==> src/rtl/wt_mem_arbiter.sv <==
// N-port round-robin request arbiter with tagged return routing and per-port outstanding limits.
// Latency: request acked in the same cycle, slot valid next cycle; returns routed combinationally.
// Backpressure: slot holds while mem_ack_i is low; ports beyond MaxOutstanding are masked. `WT_MEM_ARB_FIXED_PRIO_EN selects fixed priority.
module wt_mem_arbiter #(
    parameter int unsigned NumPorts       = 2,
    parameter int unsigned ReqWidth       = 128,
    parameter int unsigned RtrnWidth      = 256,
    parameter int unsigned MaxOutstanding = 4,
    parameter int unsigned PortIdWidth    = $clog2(NumPorts)
) (
    input  logic                               clk_i,
    input  logic                               rst_ni,
    input  logic [NumPorts-1:0]                port_req_i,
    output logic [NumPorts-1:0]                port_ack_o,
    input  logic [NumPorts-1:0][ReqWidth-1:0]  port_data_i,
    output logic [NumPorts-1:0]                port_rtrn_vld_o,
    output logic [RtrnWidth-1:0]               port_rtrn_o,
    output logic                               mem_req_o,
    input  logic                               mem_ack_i,
    output logic [ReqWidth-1:0]                mem_data_o,
    output logic [PortIdWidth-1:0]             mem_port_o,
    input  logic                               mem_rtrn_vld_i,
    input  logic [PortIdWidth-1:0]             mem_rtrn_port_i,
    input  logic [RtrnWidth-1:0]               mem_rtrn_i,
    output logic                               idle_o,
    output logic                               err_o
);

    localparam int unsigned CntWidth = $clog2(MaxOutstanding + 1);
    typedef logic [CntWidth-1:0] cnt_t;

    cnt_t                   cnt_q [NumPorts];
    logic                   slot_vld_q;
    logic [ReqWidth-1:0]    slot_dat_q;
    logic [PortIdWidth-1:0] slot_port_q;
    logic                   err_q;

    logic [NumPorts-1:0]    elig;
    logic [NumPorts-1:0]    grant;
    logic [NumPorts-1:0]    hit;
    logic                   win_found;
    logic [PortIdWidth-1:0] win_idx;
    logic                   grant_en;
    logic                   rtrn_bad;
    logic                   idle;

    // A same-cycle return does not free a slot for eligibility; the limit uses registered counts only.
    always_comb begin
        elig = '0;
        for (int p = 0; p < NumPorts; p++) begin
            elig[p] = port_req_i[p] && (cnt_q[p] < cnt_t'(MaxOutstanding));
        end
    end

`ifdef WT_MEM_ARB_FIXED_PRIO_EN
    always_comb begin
        win_found = 1'b0;
        win_idx   = '0;
        for (int i = 0; i < NumPorts; i++) begin
            if (!win_found && elig[PortIdWidth'(i)]) begin
                win_found = 1'b1;
                win_idx   = PortIdWidth'(i);
            end
        end
    end
`else
    logic [PortIdWidth-1:0] ptr_q;

    always_comb begin
        int unsigned cand;
        win_found = 1'b0;
        win_idx   = '0;
        cand      = 0;
        for (int unsigned i = 1; i <= NumPorts; i++) begin
            cand = (int'(ptr_q) + i) % NumPorts;
            if (!win_found && elig[PortIdWidth'(cand)]) begin
                win_found = 1'b1;
                win_idx   = PortIdWidth'(cand);
            end
        end
    end

    always_ff @(posedge clk_i or negedge rst_ni) begin
        if (!rst_ni) begin
            ptr_q <= PortIdWidth'(NumPorts - 1);
        end else if (grant_en) begin
            ptr_q <= win_idx;
        end
    end
`endif

    // Gating on rst_ni keeps acks low while reset is held, even with requests pending.
    assign grant_en = rst_ni && (!slot_vld_q || mem_ack_i) && win_found;

    always_comb begin
        grant = '0;
        hit   = '0;
        for (int p = 0; p < NumPorts; p++) begin
            grant[p] = grant_en && (win_idx == PortIdWidth'(p));
            hit[p]   = mem_rtrn_vld_i && (mem_rtrn_port_i == PortIdWidth'(p)) && (cnt_q[p] != '0);
        end
    end

    // Out-of-range tags match no port, so they fall into the error case along with unexpected returns.
    assign rtrn_bad = mem_rtrn_vld_i && !(|hit);

    always_comb begin
        idle = !slot_vld_q;
        for (int p = 0; p < NumPorts; p++) begin
            if (cnt_q[p] != '0) begin
                idle = 1'b0;
            end
        end
    end

    always_ff @(posedge clk_i or negedge rst_ni) begin
        if (!rst_ni) begin
            slot_vld_q  <= 1'b0;
            slot_dat_q  <= '0;
            slot_port_q <= '0;
            err_q       <= 1'b0;
            for (int p = 0; p < NumPorts; p++) begin
                cnt_q[p] <= '0;
            end
        end else begin
            if (grant_en) begin
                slot_vld_q  <= 1'b1;
                slot_dat_q  <= port_data_i[win_idx];
                slot_port_q <= win_idx;
            end else if (mem_ack_i) begin
                slot_vld_q  <= 1'b0;
            end
            for (int p = 0; p < NumPorts; p++) begin
                cnt_q[p] <= cnt_q[p] + cnt_t'(grant[p]) - cnt_t'(hit[p]);
            end
            if (rtrn_bad) begin
                err_q <= 1'b1;
            end
        end
    end

    assign port_ack_o      = grant;
    assign port_rtrn_vld_o = hit;
    assign port_rtrn_o     = (|hit) ? mem_rtrn_i : '0;
    assign mem_req_o       = slot_vld_q;
    assign mem_data_o      = slot_dat_q;
    assign mem_port_o      = slot_port_q;
    assign idle_o          = idle;
    assign err_o           = err_q;

endmodule

==> config.mk <==
export PLATFORM = sky130hd
export DESIGN_NAME = wt_mem_arbiter
export DESIGN_NICKNAME = d
export VERILOG_FILES = /design/src/rtl/wt_mem_arbiter.sv
export SDC_FILE = /design/constraint.sdc
export NUM_CORES = 1
export LEC_CHECK = 0
export ABC_CLOCK_PERIOD_IN_PS = 2300
export CORE_AREA = 2 2 355 357
export CTS_CLUSTER_SIZE = 24
export DETAILED_ROUTE_END_ITERATION = 12
export DIE_AREA = 0 0 357 359
export DONT_BUFFER_PORTS = 1
export GPL_TIMING_DRIVEN = 1
export SLEW_MARGIN = 10
export SYNTH_ARGS = -nofsm -noshare
export SYNTH_HDL_FRONTEND = slang
export SYNTH_SLANG_ARGS = --single-unit
==> constraint.sdc <==
create_clock -name clk_i -period 2.3 [get_ports clk_i]
set_input_delay 0.23 -clock clk_i [delete_from_list [all_inputs] [get_ports clk_i]]
set_output_delay 0.23 -clock clk_i [all_outputs]
set_load 0.1 [all_outputs]
Word level (Yosys, flattened, before mapping)
Cells that the tools add are included.
{ "word_totals": {"reg_bits": 138, "out_inout_bits": 392, "word_cells": 55} }
{ "classes": {"n_addsub": 6, "order_cmp": 5, "n_mux": 15, "n_bitwise": 2, "n_reduce_logical": 20} }
{ "op_table": {"columns": ["op", "count"], "rows": [
  ["$mux 128", 2],
  ["$mux 256", 1],
  ["$logic_and 1x1->1", 12],
  ["$mux 1", 12],
  ["$add 3x1->3", 2],
  ["$lt 1x2->1 const B", 3],
  ["$lt 3x3->1 const B", 2],
  ["$reduce_bool 3->1", 2],
  ["$sub 3x1->3", 2],
  ["$logic_not 1->1", 3],
  ["$add 1x1->1 const B", 2],
  ["$not 1->1", 2],
  ["$reduce_bool 2->1", 1],
  ["$reduce_or 2->1", 1],
  ["$logic_or 1x1->1", 1]
]} }

Depth between registers and ports, before layout
{ "logic_depth": {"ltp_word": 12, "ltp_mapped": 11, "depth_no_buf": 8} }

Worst setup path after synthesis
Ideal clock, no wire load.
{ "synth_path": {"path_type": "flip-flop to flip-flop", "startpoint": "register cnt_q[5] in the netlist's numbering", "endpoint": "register cnt_q[5] in the netlist's numbering", "t_arrival_ps": 3879, "setup_slack_ps": -1708, "stages_incl_launch_ff": 9, "path_buffers": 0, "synth_period_minus_slack_ps": 4008, "cell_sequence": "dfrtp_1 > nor3_1 > nor3_1 > ha_1 > inv_1 > ha_1 > fa_1 > xor2_1 > xnor2_1"} }
{ "synth_between": {"word_cells_on_any_way": 19} }
{ "synth_lines": {"columns": ["element", "line_no", "rtl"], "rows": [
  ["start: declaration", "32", "cnt_t cnt_q [NumPorts];"],
  ["start signal: indexed assignment", "134", "cnt_q[p] <= cnt_q[p] + cnt_t'(grant[p]) - cnt_t'(hit[p]);"],
  ["$reduce_bool 3->1", "100", "hit[p] = mem_rtrn_vld_i && (mem_rtrn_port_i == PortIdWidth'(p)) && (cnt_q[p] != '0);"],
  ["$logic_and 1x1->1", "100", null],
  ["via port_rtrn_vld_o[0]", "16", "output logic [NumPorts-1:0] port_rtrn_vld_o,"],
  ["$sub 3x1->3", "134", null]
]} }
The timed path passes the listed nets, and every way through them passes these cells. The select of a mux whose other input is x is not followed.
A chain may end at the register's enable or synchronous reset.

Worst setup path in the final report
{ "layout_path": {"startpoint": "register cnt_q[5] in the netlist's numbering", "endpoint": "output port_rtrn_o[73]"} }
{ "layout_between": {"elab_chain_cells": 4} }
{ "layout_lines": {"columns": ["element", "line_no", "rtl"], "rows": [
  ["$reduce_bool 3->1", "100", null],
  ["$logic_and 1x1->1", "100", null],
  ["$reduce_or 2->1", "144", "assign port_rtrn_o = (|hit) ? mem_rtrn_i : '0;"],
  ["$mux 256", "144", null],
  ["end: declaration", "17", "output logic [RtrnWidth-1:0] port_rtrn_o,"]
]} }
Every way passes these cells.

==> impl_metrics.toml <==
[status]
status = "finished, violations left"
violations = "hold timing, setup timing"

[finish]
area_growth_pct = 111
drive_gt1_share_pct = 43.2
num-nets-final = 2185
final_common_cell = "buf_12"
final_area_mm2 = 0.0210
mostFrequentLayoutCells = "buf_12, inv_1, and2_4"

[global_routing]
met1_usage_pct = 13.2
grt_pass1_vias = 11400
grt_use_total_pct = 14.6
antenna_found_initial = 89
gr-usage-met3_pct = 8.19
grt_util_met2_pct = 27.5
overflow = 0
busiest_layer = "met2"
grt_pass1_wl_mm = 121
grt_max_degree = 271

[timing]
setup_violations = 256
rsz0062_at_grt = "yes"
hold_slack_ps = -555
clock-skew-final_ps = 28.1
tns_ps = -41880
hold_viol = 151
slew_viol_final = 0
max_freq_mhz = 401
tightest_slew_ps = 1030
maxSlewHeadroom_pct = 31.2
fin_ws_ps = -197
fin_crit_ps = 2500
finalCritPeriodShare_pct = 109

[setup_path]
rr_worst_depth = 10
regToRegSetupSlack_ps = 10
crit_chain = "nor3_4 -> buf_12 -> o31ai_4 -> buf_12 -> buf_16 -> buf_16 -> and2_4 -> buf_12"
critical_path_peak_fanout = 19
end_kind = "primary output"
rr_startpoint = "cnt_q[5]$_DFF_PN0_"
reg2reg_to = "cnt_q[5]$_DFF_PN0_"
max_stage_delay_ps = 490
cp_slowest_cell = "dfrtp_4"
cp-start-kind = "register"
cp.required_ps = 2070
cp.arrival_ps = 2270
crit_path_frequent_cell = "buf_12"
crit_type = "reg2out"

[clock_tree]
root_buffer = "clkbuf_16"
clk_latency_ps = 510
clock_path_buffers = 2
cts.clk_slew.worst_paths_ps = 60
htreeDepth = 4
clkSinkCount = 138
cts_made_buffers = 17
cts_tree = "done"

[detailed_routing]
via_per_inst = 3.45
drc = 0
wl_per_cell_um = 29.6
wl_mm = 99.4
drt_iter0_drc = 681
antenna_left = 0
num_vias = 11600
first_pass_iters = 5

[power]
power_switching_share_pct = 63.2
p_int_uw = 11800
p_seq_share_pct = 12.8
power.density_mw_per_mm2 = 1520
pwr-share-comb_pct = 78.8
pwr-share-clk_pct = 8.4
max-vdd-ir-drop_uv = 1070
p_switching_uw = 20200
power_leakage_uw = 0.00950

[place]
numPortBuffers = 0
post-dp-hpwl_mm = 80.3
dp_slack_ps = -57.4
gp_congestion = 0.886
placed_cell_area_mm2 = 0.0180

[floorplanning]
die_y_um = 359
io_pins = 911
rows = 130
die_area_mm2 = 0.128
initial_core_util_pct = 8.01
die_x_um = 357
fp.coreArea_mm2 = 0.125

[synthesis]
yosysWarnings = 0
postSynthCellCount = 1206
ys_seq_area_share_pct = 34.6
netlist_area_mm2 = 0.00998
synth_cell_types = 33
synth_flop_cell = "dfrtp_1"
async_reset_ff_share_pct = 100
synth-seq-cells = 138
syn_area_per_cell_um2 = 8.27
synth_edf_count = 0
syn-num-nets = 1730

[hold_path]
hold_class = "in2async"

[run]
max-cap-violations = 0
## layer usage
layer / wire, um / share of wire [%] / vias up
met3: 12100 / 12 / 173
li1: - / - / 5027
met1: 31400 / 32 / 5562
met5: 392 / 0.39 / -
met4: 2730 / 2.7 / 56
met2: 52800 / 53 / 739
## flip-flops by register name, summed over array words and instances, names as in the netlist
name,count
cnt_q,6
err_o,1
mem_data_o,128
mem_port_o,1
mem_req_o,1
ptr_q,1
## critical path: cells and delay by family, from the launching register on
family | cells | cell delay, ps
flops | 1 | 490
compound gates | 1 | 70
buf+inv | 5 | 780
simple gates | 2 | 380
## cell usage after synthesis (2+ instances only)
master	n	area (um^2)
inv_1	266	998
o221ai_1	128	1120
nand2_1	3	11.3
ha_1	3	37.5
nor3_1	3	15.0
buf_4	2	15.0
and2_1	256	1600
and3b_1	128	1120
fa_1	2	40.0
nand2b_1	2	12.5
nor2_1	3	11.3
buf_1	13	48.8
xnor2_1	3	26.3
dfrtp_1	137	3430
buf_2	56	280
o21ai_1	2	10.0
nand4_1	128	801
clkbuf_1	54	203
buf_6	3	33.8
## power by group through the flow
| stage | combinational [uW] | sequential [uW] | clock [uW] |
|---|---|---|---|
| 6_report | 25200 | 4090 | 2680 |
| 5_1_grt | 26000 | 4230 | 2860 |
| 4_1_cts | 24800 | 4100 | 2810 |
| 3_5_place_dp | 23700 | 4140 | 0 |
| 3_3_place_gp | 23600 | 4110 | 0 |
| 2_1_floorplan | 8230 | 12200 | 0 |
## cells by family (layout without fill, tap and decap cells)
family	Yosys count	in the layout	synth area share [%]
AOI/OAI and AO/OA	137	137	12.3
adders and majority gates	5	5	0.777
other	0	32	0
buffers and inverters	395	861	15.9
xor gates and xnor gates	4	4	0.351
and+or+nand+nor	527	527	36.1
DFF	138	138	34.6
## metrics by stage
| stage | std cells | power [uW] | utilization (%) |
|---|---|---|---|
| CTS | 3294 | 31700 | 16.3 |
| floorplan | 1206 | 20400 | - |
| global placement | 3139 | 27700 | 14.4 |
| detailed placement | 3139 | 27800 | 14.4 |
| global route | 3346 | 33000 | 16.9 |
| finish | 3354 | 31900 | 16.9 |
## how the worst max path moves through the flow
stage                                      from                 end  slack (ps)  depth (start not counted)
final                        cnt_q[5]$_DFF_PN0_     port_rtrn_o[73]        -200                          8
after global placement       cnt_q[5]$_DFF_PN0_  cnt_q[5]$_DFF_PN0_         -30                          9
after global routing         cnt_q[5]$_DFF_PN0_    port_rtrn_o[183]        -300                          8
after detailed placement     cnt_q[5]$_DFF_PN0_  cnt_q[5]$_DFF_PN0_         -60                          9
after CTS                    cnt_q[3]$_DFF_PN0_      port_rtrn_o[9]        -290                          8
after floorplan           mem_req_o$_DFFE_PN0P_  cnt_q[2]$_DFF_PN0_        -290                         11
## layout make-up
cell class / instances / area (um^2)
multi-input cells: 673 / 5600
fillers: 13800 / 104000
diodes: 32 / 80.1
well taps: 1650 / 2060
clock buffers: 20 / 457
clock inverters: 10 / 70.1
flip-flops and latches: 138 / 3470
repair buffers: 564 / 8300
inverters: 267 / 1010
## repair_timing
item,CTS,global route
resized for setup,180,82
cloned,8,13
hold buffers,106,11
setup buffers,11,4
hold endpoints to repair,267,182
pin swaps,4,13
endpoints found under the setup margin,258,266
(Power assumes the default switching activity.)
